File: src/rtl/acorn128_pkg.sv
// acorn128_pkg
// Shared definitions for the ACORN-128 encryption and decryption engines:
// state width, block/padding step counts, state tap positions, the FSM
// state type and the two boolean helpers (majority and choose) used by the
// keystream and feedback equations.
package acorn128_pkg;

    localparam int STATE_W    = 293;
    localparam int NSTEP_DATA = 128;
    localparam int NSTEP_PAD  = 256;

    // State tap positions
    localparam int T0   = 0;
    localparam int T12  = 12;
    localparam int T23  = 23;
    localparam int T61  = 61;
    localparam int T66  = 66;
    localparam int T107 = 107;
    localparam int T111 = 111;
    localparam int T154 = 154;
    localparam int T160 = 160;
    localparam int T193 = 193;
    localparam int T196 = 196;
    localparam int T230 = 230;
    localparam int T235 = 235;
    localparam int T244 = 244;
    localparam int T289 = 289;
    localparam int T292 = 292;

    // FSM encoding kept as plain constants so older blocks can share it
    typedef logic [1:0] fsm_state_t;
    localparam fsm_state_t ST_IDLE = 2'd0;
    localparam fsm_state_t ST_RUN  = 2'd1;
    localparam fsm_state_t ST_DONE = 2'd2;

    function automatic logic maj(input logic x, input logic y, input logic z);
        return (x & y) ^ (x & z) ^ (y & z);
    endfunction

    function automatic logic ch(input logic x, input logic y, input logic z);
        return (x & y) ^ (~x & z);
    endfunction

endpackage

File: src/rtl/acorn128_step.sv
// acorn128_step
// One combinational ACORN-128 state update, shared by the encryption and
// decryption paths.
// Ports:
//   s_i          current 293-bit state S[292:0]
//   m_i          message bit (used when dec_i=0)
//   ca_i, cb_i   control bits
//   dec_i        1: message bit is recovered as cipher_bit_i ^ ks
//   cipher_bit_i ciphertext bit for decryption
//   s_o          next state
//   ks_o         keystream bit of this step
//   p_o          data output: plaintext when decrypting, ciphertext otherwise
module acorn128_step
    import acorn128_pkg::*;
(
    input  logic [STATE_W-1:0] s_i,
    input  logic               m_i,
    input  logic               ca_i,
    input  logic               cb_i,
    input  logic               dec_i,
    input  logic               cipher_bit_i,
    output logic [STATE_W-1:0] s_o,
    output logic               ks_o,
    output logic               p_o
);

    logic [STATE_W-1:0] t;
    logic               ks;
    logic               m;
    logic               f;

    // The six LFSR-segment updates are sequential: each one reads values
    // already modified by the ones above it, and the keystream and feedback
    // then see the fully updated state.
    always_comb begin
        t = s_i;
        t[T289] = t[T289] ^ t[T235] ^ t[T230];
        t[T230] = t[T230] ^ t[196]  ^ t[T193];
        t[T193] = t[T193] ^ t[T160] ^ t[T154];
        t[T154] = t[T154] ^ t[T111] ^ t[T107];
        t[T107] = t[T107] ^ t[T66]  ^ t[T61];
        t[T61]  = t[T61]  ^ t[T23]  ^ t[T0];

        ks = t[T12] ^ t[T154] ^ maj(t[T235], t[T61], t[T193])
                    ^ ch(t[T230], t[T111], t[T66]);

        m   = dec_i ? (cipher_bit_i ^ ks) : m_i;
        p_o = dec_i ? m : (m_i ^ ks);

        f = t[T0] ^ ~t[T107] ^ maj(t[T244], t[T23], t[T160])
                  ^ (ca_i & t[T196]) ^ (cb_i & ks) ^ m;

        s_o  = {f, t[T292:1]};
        ks_o = ks;
    end

endmodule

File: src/rtl/decryption128.sv
// decryption128
// Bit-serial ACORN-128 decryption of one 128-bit block followed by the
// 256-step message padding. One step per clock.
// Ports:
//   clk, rst       clock (rising edge), asynchronous active-high reset
//   start          one-cycle request, honoured only while idle
//   state_in       starting ACORN state, captured on accepted start
//   cipher_in      ciphertext block, bit i used at step i
//   busy           high while stepping
//   done           one-cycle pulse when plaintext_out/state_out are valid
//   plaintext_out  decrypted block, written bit by bit
//   state_out      state after the last padding step
module decryption128
    import acorn128_pkg::STATE_W;
    import acorn128_pkg::fsm_state_t;
    import acorn128_pkg::ST_IDLE;
    import acorn128_pkg::ST_RUN;
    import acorn128_pkg::ST_DONE;
#(
    parameter int NSTEP_DATA = 128,
    parameter int NSTEP_PAD  = 256
) (
    input  logic               clk,
    input  logic               rst,
    input  logic               start,
    input  logic [STATE_W-1:0] state_in,
    input  logic [127:0]       cipher_in,
    output logic               busy,
    output logic               done,
    output logic [127:0]       plaintext_out,
    output logic [STATE_W-1:0] state_out
);

    localparam int         DW       = $clog2(NSTEP_DATA);
    localparam logic [8:0] K_DATA   = 9'(NSTEP_DATA);
    localparam logic [8:0] K_CA_END = 9'd256;
    localparam logic [8:0] K_LAST   = 9'(NSTEP_DATA + NSTEP_PAD - 1);
    localparam logic [8:0] K_FINISH = 9'(NSTEP_DATA + NSTEP_PAD);

    fsm_state_t         fsm_q;
    logic [8:0]         k_q;
    logic [STATE_W-1:0] s_q;
    logic [127:0]       cipher_q;
    logic [127:0]       plain_q;
    logic [STATE_W-1:0] stateOut_q;
    logic               busy_q;
    logic               done_q;

    logic [STATE_W-1:0] s_d;
    logic               ks;
    logic               p;
    logic               dec;
    logic               mPad;
    logic               ca;

    // Data steps decrypt; the first padding step injects a single 1 bit,
    // the remaining ones inject 0. ca stays high for the first 256 steps.
    always_comb begin
        dec  = (k_q < K_DATA);
        mPad = (k_q == K_DATA);
        ca   = (k_q < K_CA_END);
    end

    acorn128_step u_step (
        .s_i          (s_q),
        .m_i          (mPad),
        .ca_i         (ca),
        .cb_i         (1'b0),
        .dec_i        (dec),
        .cipher_bit_i (cipher_q[k_q[DW-1:0]]),
        .s_o          (s_d),
        .ks_o         (ks),
        .p_o          (p)
    );

    // Control and datapath. RUN lasts one cycle beyond the last step
    // (k = K_FINISH performs no step) so that done lands 385 clocks after
    // the start edge.
    always_ff @(posedge clk or posedge rst) begin
        if (rst) begin
            fsm_q      <= ST_IDLE;
            k_q        <= '0;
            s_q        <= '0;
            cipher_q   <= '0;
            plain_q    <= '0;
            stateOut_q <= '0;
            busy_q     <= 1'b0;
            done_q     <= 1'b0;
        end else begin
            case (fsm_q)
                ST_IDLE: begin
                    if (start) begin
                        s_q      <= state_in;
                        cipher_q <= cipher_in;
                        k_q      <= '0;
                        busy_q   <= 1'b1;
                        fsm_q    <= ST_RUN;
                    end
                end
                ST_RUN: begin
                    if (k_q == K_FINISH) begin
                        busy_q <= 1'b0;
                        done_q <= 1'b1;
                        fsm_q  <= ST_DONE;
                    end else begin
                        s_q <= s_d;
                        k_q <= k_q + 9'd1;
                        if (dec) begin
                            plain_q[k_q[DW-1:0]] <= p;
                        end
                        if (k_q == K_LAST) begin
                            stateOut_q <= s_d;
                        end
                    end
                end
                ST_DONE: begin
                    done_q <= 1'b0;
                    fsm_q  <= ST_IDLE;
                end
                default: begin
                    fsm_q <= ST_IDLE;
                end
            endcase
        end
    end

    assign busy          = busy_q;
    assign done          = done_q;
    assign plaintext_out = plain_q;
    assign state_out     = stateOut_q;

endmodule

File: config.mk
export PLATFORM = sky130hd
export DESIGN_NAME = decryption128
export DESIGN_NICKNAME = d
export VERILOG_FILES = /design/src/rtl/acorn128_pkg.sv /design/src/rtl/acorn128_step.sv /design/src/rtl/decryption128.sv
export SDC_FILE = /design/constraint.sdc
export NUM_CORES = 2
export LEC_CHECK = 0
export BUFFER_PORTS_ARGS = -buffer_cell sky130_fd_sc_hd__clkbuf_2
export CORE_AREA = 2 2 331 333
export CTS_BUF_LIST = sky130_fd_sc_hd__clkbuf_16
export CTS_CLUSTER_DIAMETER = 30
export DETAILED_ROUTE_END_ITERATION = 10
export DIE_AREA = 0 0 333 335
export PLACE_DENSITY_LB_ADDON = 0.25
export SLEW_MARGIN = 20
export SYNTH_ARGS = -nofsm -noshare
export SYNTH_HDL_FRONTEND = slang
export SYNTH_SLANG_ARGS = --single-unit
File: constraint.sdc
create_clock -name clk -period 51.9 [get_ports clk]
set_clock_uncertainty 0.2 [all_clocks]
set_input_delay 12.975 -clock clk [delete_from_list [all_inputs] [get_ports clk]]
set_output_delay 12.975 -clock clk [all_outputs]
set_load 0.02 [all_outputs]
# After elaboration in Yosys (flattened, before gate mapping)
# Cells that the tools add are included.
# word_totals
register_bits,855
input_bits,424
output_inout_bits,423
wordCells,91
# classes
addsub,1
order_cmp,4
n_eq_ne,8
n_mux,21
n_bitwise,38
reduce_logical,11
# ops
cell,count
$mux W293,2
$pmux W293 S2,1
$bwmux W128,1
$xor A1 B1 Y1,26
$eq A9 B9 Y1 const B,2
$mux W9,2
$pmux W9 S2,1
$reduce_and A3 Y1,4
$add A9 B1 Y9 const B,1
$and A1 B1 Y1,9
$eq A9 B8 Y1 const B,1
$lt A9 B8 Y1 const B,1
$lt A9 B9 Y1 const B,1
$lt A7 B8 Y1 const B,1
$bmux W1 S7,1
$demux W1 S7,1
$ge A7 B1 Y1 const B,1
$mux W1,7
$ne A2 B2 Y1 const B,3
$reduce_and A2 Y1,3
$mux W2,2
$pmux W1 S2,2
$pmux W2 S2,1
$reduce_bool A2 Y1,2
other kinds (5),7

# Longest topological paths before layout
# logic_depth
depth_word,12
mapped_depth,16
mapped_depth_nobuf,10

# Cells and area by module
# From an unflattened synthesis, not the netlist that was laid out.
# unflattened
cells_unflattened,3393
area_unflattened_um2,39072.5
# by_module_without_submodules
mod,n_inst,cells_each,area_per_inst_um2,seq_area_each_um2
decryption128,1,3073,36570.1,21395.5
acorn128_step,1,320,2502.4,0.0

# Worst setup path before layout
# OpenSTA, ideal clock, no wires.
# synth_path
path_kind,input-to-reg
startpoint,input port start
endpoint,register cipher_q[10]
t_arrival_ps,14340
t_required_ps,51575
path_slack_ps,37235
cell_stages,4
cell_sequence,nor3b_1 > clkbuf_1 > clkbuf_1 > mux2_2
# synth_between
elab_chain_cells,1
# synth_rtl
element,line_no,text
"start, declared",decryption128.sv:25,"input logic start,"
$reduce_and A2 Y1 (no source line),n/a,
"end signal, assigned",decryption128.sv:94,cipher_q <= cipher_in;
"end, declared",decryption128.sv:43,logic [127:0] cipher_q;
# Every way passes these cells.
# A chain may end at the register's enable or synchronous reset.

# Final worst setup path
# layout_path
startpoint,input port start
endpoint,register s_q[159]
# layout_between
elab_chain_cells,2
# layout_rtl
element,line_no,text
$ne A2 B2 Y1 (no source line),n/a,
$reduce_and A3 Y1 (no source line),n/a,
"end signal, assigned",decryption128.sv:93,s_q <= state_in;
"end, declared",decryption128.sv:42,logic [STATE_W-1:0] s_q;
# Every way passes these cells.

==> out/results.tsv <==
metric	value	unit
placed_cells_incl_taps	5237	
syn_nets	3590	
drc	0	
die_h	335	microns
yosys_warnings	0	
netSwitchingPower	0.9562	mW
routabilityCongestion	0.8112	
clkSinkCount	855	
grt_pass1_vias	27923	
max_slew_margin	17.85	%
clk_path_buf_depth	3	
synth_top_family_by_area	multiplexers	
drv_slew	0	
synthMuxAreaShare	19.24	%
path_cells	clkbuf_2 > nor3b_2 > buf_4 > a21oi_4 > inv_8 > buf_12 > a31oi_1	
cts_setup_buffers	0	
cts-htree-levels	4	
drtPass1Iterations	7	
numPortBuffers	846	
pwr-share-seq	33.5	%
drtIter0Drc	1593	
synth_xor_area_share	0.6260	%
synth_edf_count	0	
syn_area	35980	sq um
yosys.area_share.adder	0.1252	%
synth.distinct_cells	44	
initial_core_util	33.28	%
max-cap-violations	0	
fin_tns_setup	0	ns
cts_root_buf	clkbuf_16	
cts_resized	0	
clk_latency	0.77	ns
worst_ir_drop_vdd	0.1512	mV
vias	27456	
critical_path_arrival	16.21	ns
period_minus_slack	15.85	ns
antenna_found_initial	19	
layout-drive-gt1-share	35.41	%
endpoint_kind	flop	
cts_buffers	201	
synthToLayoutAreaGrowth	34.18	%
max_freq	63.10	MHz
criticalPathCategory	in -> reg	
worst-path-buf-inv	4	
grt_overflow_total	0	
synthFlopType	dfrtp_1	
stdcell_count	5625	
grt_setup_unrepaired	no	
worstHoldPathType	reg -> reg	
synth_compound_area_share	5.686	%
period_share	30.54	%
pwr-share-clk	43.1	%
nets	4454	
comb_power_share	23.4	%
setup_viol	0	
fp-row-count	121	
leakage	24.45	nW
crit_required	52.26	ns
die_x	333	microns
synth_cells	3164	
finalPower	2.847	mW
dpl_cell_area	41500	sq um
dp_hpwl	80.11	mm
ys_seq_area_share	59.47	%
tightest_slew	1.232	ns
crit_slowest_cell	buf_4	
worst-path-max-fanout	254	
synthSimpleGateAreaFrac	12.32	%
swShare	33.59	%
powerDensity	58.97	nW/um^2
critPathLaunchType	input port	
cp_slowest_stage_delay	0.72	ns
clk_pin_slew_worst_paths	0.04	ns
finalInstanceArea	48280	sq um
worst_slack	36.05	ns
pre_cts_ws	35.18	ns
avgSynthCellArea	11.37	sq um
status	finished, final reports clean	
critPathTopFamily	buffers and inverters	
drt-total-wl	116.7	mm
finalHoldViolCount	0	
wire_per_inst	20.74	microns
synth-async-reset-ratio	100.0	%
grt_pass1_wl	176.0	mm
ys_ff_latch	855	
cts.hold.buffers_added	0	
grtUsageTotal	20.61	%
ant_nets	0	
internal_power	1.891	mW
pin_count	847	
core_area	108100	sq um
vias_per_cell	4.881	
dieArea	111600	sq um
grt_max_degree	255	
cts_tree	built	
## power by group through the flow
stage	clock network [mW]	logic, mW	registers, mW
floorplan	0	0.473	0.933
global route	1.29	0.739	0.977
global placement	0	0.668	0.959
CTS	1.25	0.675	0.954
finish	1.23	0.667	0.952
detailed placement	0	0.671	0.962
## cells by family (layout without fill, tap and decap cells)
group,count (synthesis),in the layout
flip-flops,855,855
AO/OA/AOI/OAI,331,331
AND/OR/NAND/NOR,1133,1133
other,0,12
adder cells (fa/ha/maj),4,4
buffers and inverters,234,1269
multiplexers,586,586
XOR/XNOR,21,21
## per-layer routing
layer	vias up	share of wire (%)	GRT usage, %
li1	12668	-	-
met1	13715	41	25.15
met2	844	48	33.45
met3	219	7.5	6.772
met4	10	3.2	8.655
met5	-	0.051	0
## worst register-to-register path, stage by stage, from the launching register on
cell and delay, ns:
dfrtp_2 0.52, buf_4 0.67, mux4_2 0.72, mux4_2 0.53
o211ai_1 0.27, nand4_2 0.22, o21ai_1 0.25, xnor2_2 0.13
buf_4 0.43, buf_4 0.70, mux2_2 0.33
## flip-flops by register name, summed over array words and instances (netlist names)
name           count
done               1
fsm_q              2
busy               1
state_out        293
cipher_q         128
s_q              293
plaintext_out    128
k_q                9
## Yosys cell counts, types with 2 or more instances
| library cell | instances | area share [%] |
|---|---|---|
| dfrtp_1 | 855 | 59 |
| nand2_1 | 679 | 7.1 |
| nor2_1 | 371 | 3.9 |
| mux2_1 | 289 | 9.0 |
| a31oi_1 | 286 | 5.0 |
| mux2_2 | 256 | 8.0 |
| clkbuf_1 | 176 | 1.8 |
| mux4_2 | 30 | 1.9 |
| buf_1 | 28 | 0.29 |
| buf_2 | 22 | 0.31 |
| nand3_1 | 20 | 0.28 |
| nor3_1 | 13 | 0.18 |
| o21ai_1 | 13 | 0.18 |
| xnor2_1 | 13 | 0.32 |
| o21ai_0 | 12 | 0.17 |
| mux2i_1 | 11 | 0.31 |
| nand2b_1 | 11 | 0.19 |
| nor2b_1 | 11 | 0.19 |
| a21oi_1 | 10 | 0.14 |
| nand4_1 | 8 | 0.14 |
| inv_1 | 6 | 0.063 |
| xor2_1 | 5 | 0.12 |
| nor4_1 | 4 | 0.070 |
| or3_1 | 4 | 0.070 |
| a32oi_1 | 3 | 0.073 |
| and2_1 | 3 | 0.052 |
| xnor3_1 | 3 | 0.19 |
| a22o_1 | 2 | 0.049 |
| and3_1 | 2 | 0.035 |
| ha_1 | 2 | 0.070 |
| maj3_1 | 2 | 0.056 |
| o22ai_1 | 2 | 0.035 |
## metrics by stage
stage	utilization, %	hold WS, ns
floorplan	-	0.2642
global placement	38.39	0.2680
detailed placement	38.39	0.2800
CTS	44.59	0.2846
global route	44.66	0.2975
finish	44.66	0.2821
## final timing paths
| check | to | start | slack, ns | depth (start not counted) |
|---|---|---|---|---|
| setup / recovery | s_q[159] | start | 36.05 | 7 |
| hold / removal | state_out[274] | state_out[274] | 0.28 | 1 |
| setup reg to reg | plaintext_out[81] | k_q[0] | 46.85 | 10 |
| hold reg to reg | state_out[274] | state_out[274] | 0.28 | 1 |
| max in group asynchronous | state_out[49] | rst | 36.21 | 5 |
| min in group asynchronous | state_out[260] | rst | 12.14 | 2 |
## final cells by class
| cell class | count | area (sq um) |
|---|---|---|
| repair buffers | 888 | 4623 |
| inverters | 7 | 41.29 |
| multi-input cells | 2075 | 13720 |
| diodes | 12 | 30.03 |
| clock inverters | 171 | 1619 |
| well taps | 1414 | 1769 |
| fillers | 10259 | 59820 |
| flip-flops and latches | 855 | 21400 |
| clock buffers | 203 | 5080 |
## layout by cell type, fill, tap and decap left out, types with 5 or more instances in the layout
cell type,instances
a21oi_1,10
clkinv_4,7
xnor2_1,12
nand2b_1,10
diode_2,12
xor2_1,5
buf_4,36
mux2i_1,11
clkbuf_2,846
nand4_1,8
nor2_1,371
a31oi_1,286
nor3_1,11
mux4_2,30
dfrtp_1,854
nand2_1,679
o21ai_0,12
nor2b_1,10
o21ai_1,13
clkinv_2,39
clkinv_1,50
bufinv_16,24
nand3_1,20
clkbuf_16,203
inv_1,29
mux2_2,256
mux2_1,289
clkinvlp_4,14
No activity file was read; power rests on OpenSTA's default activity.
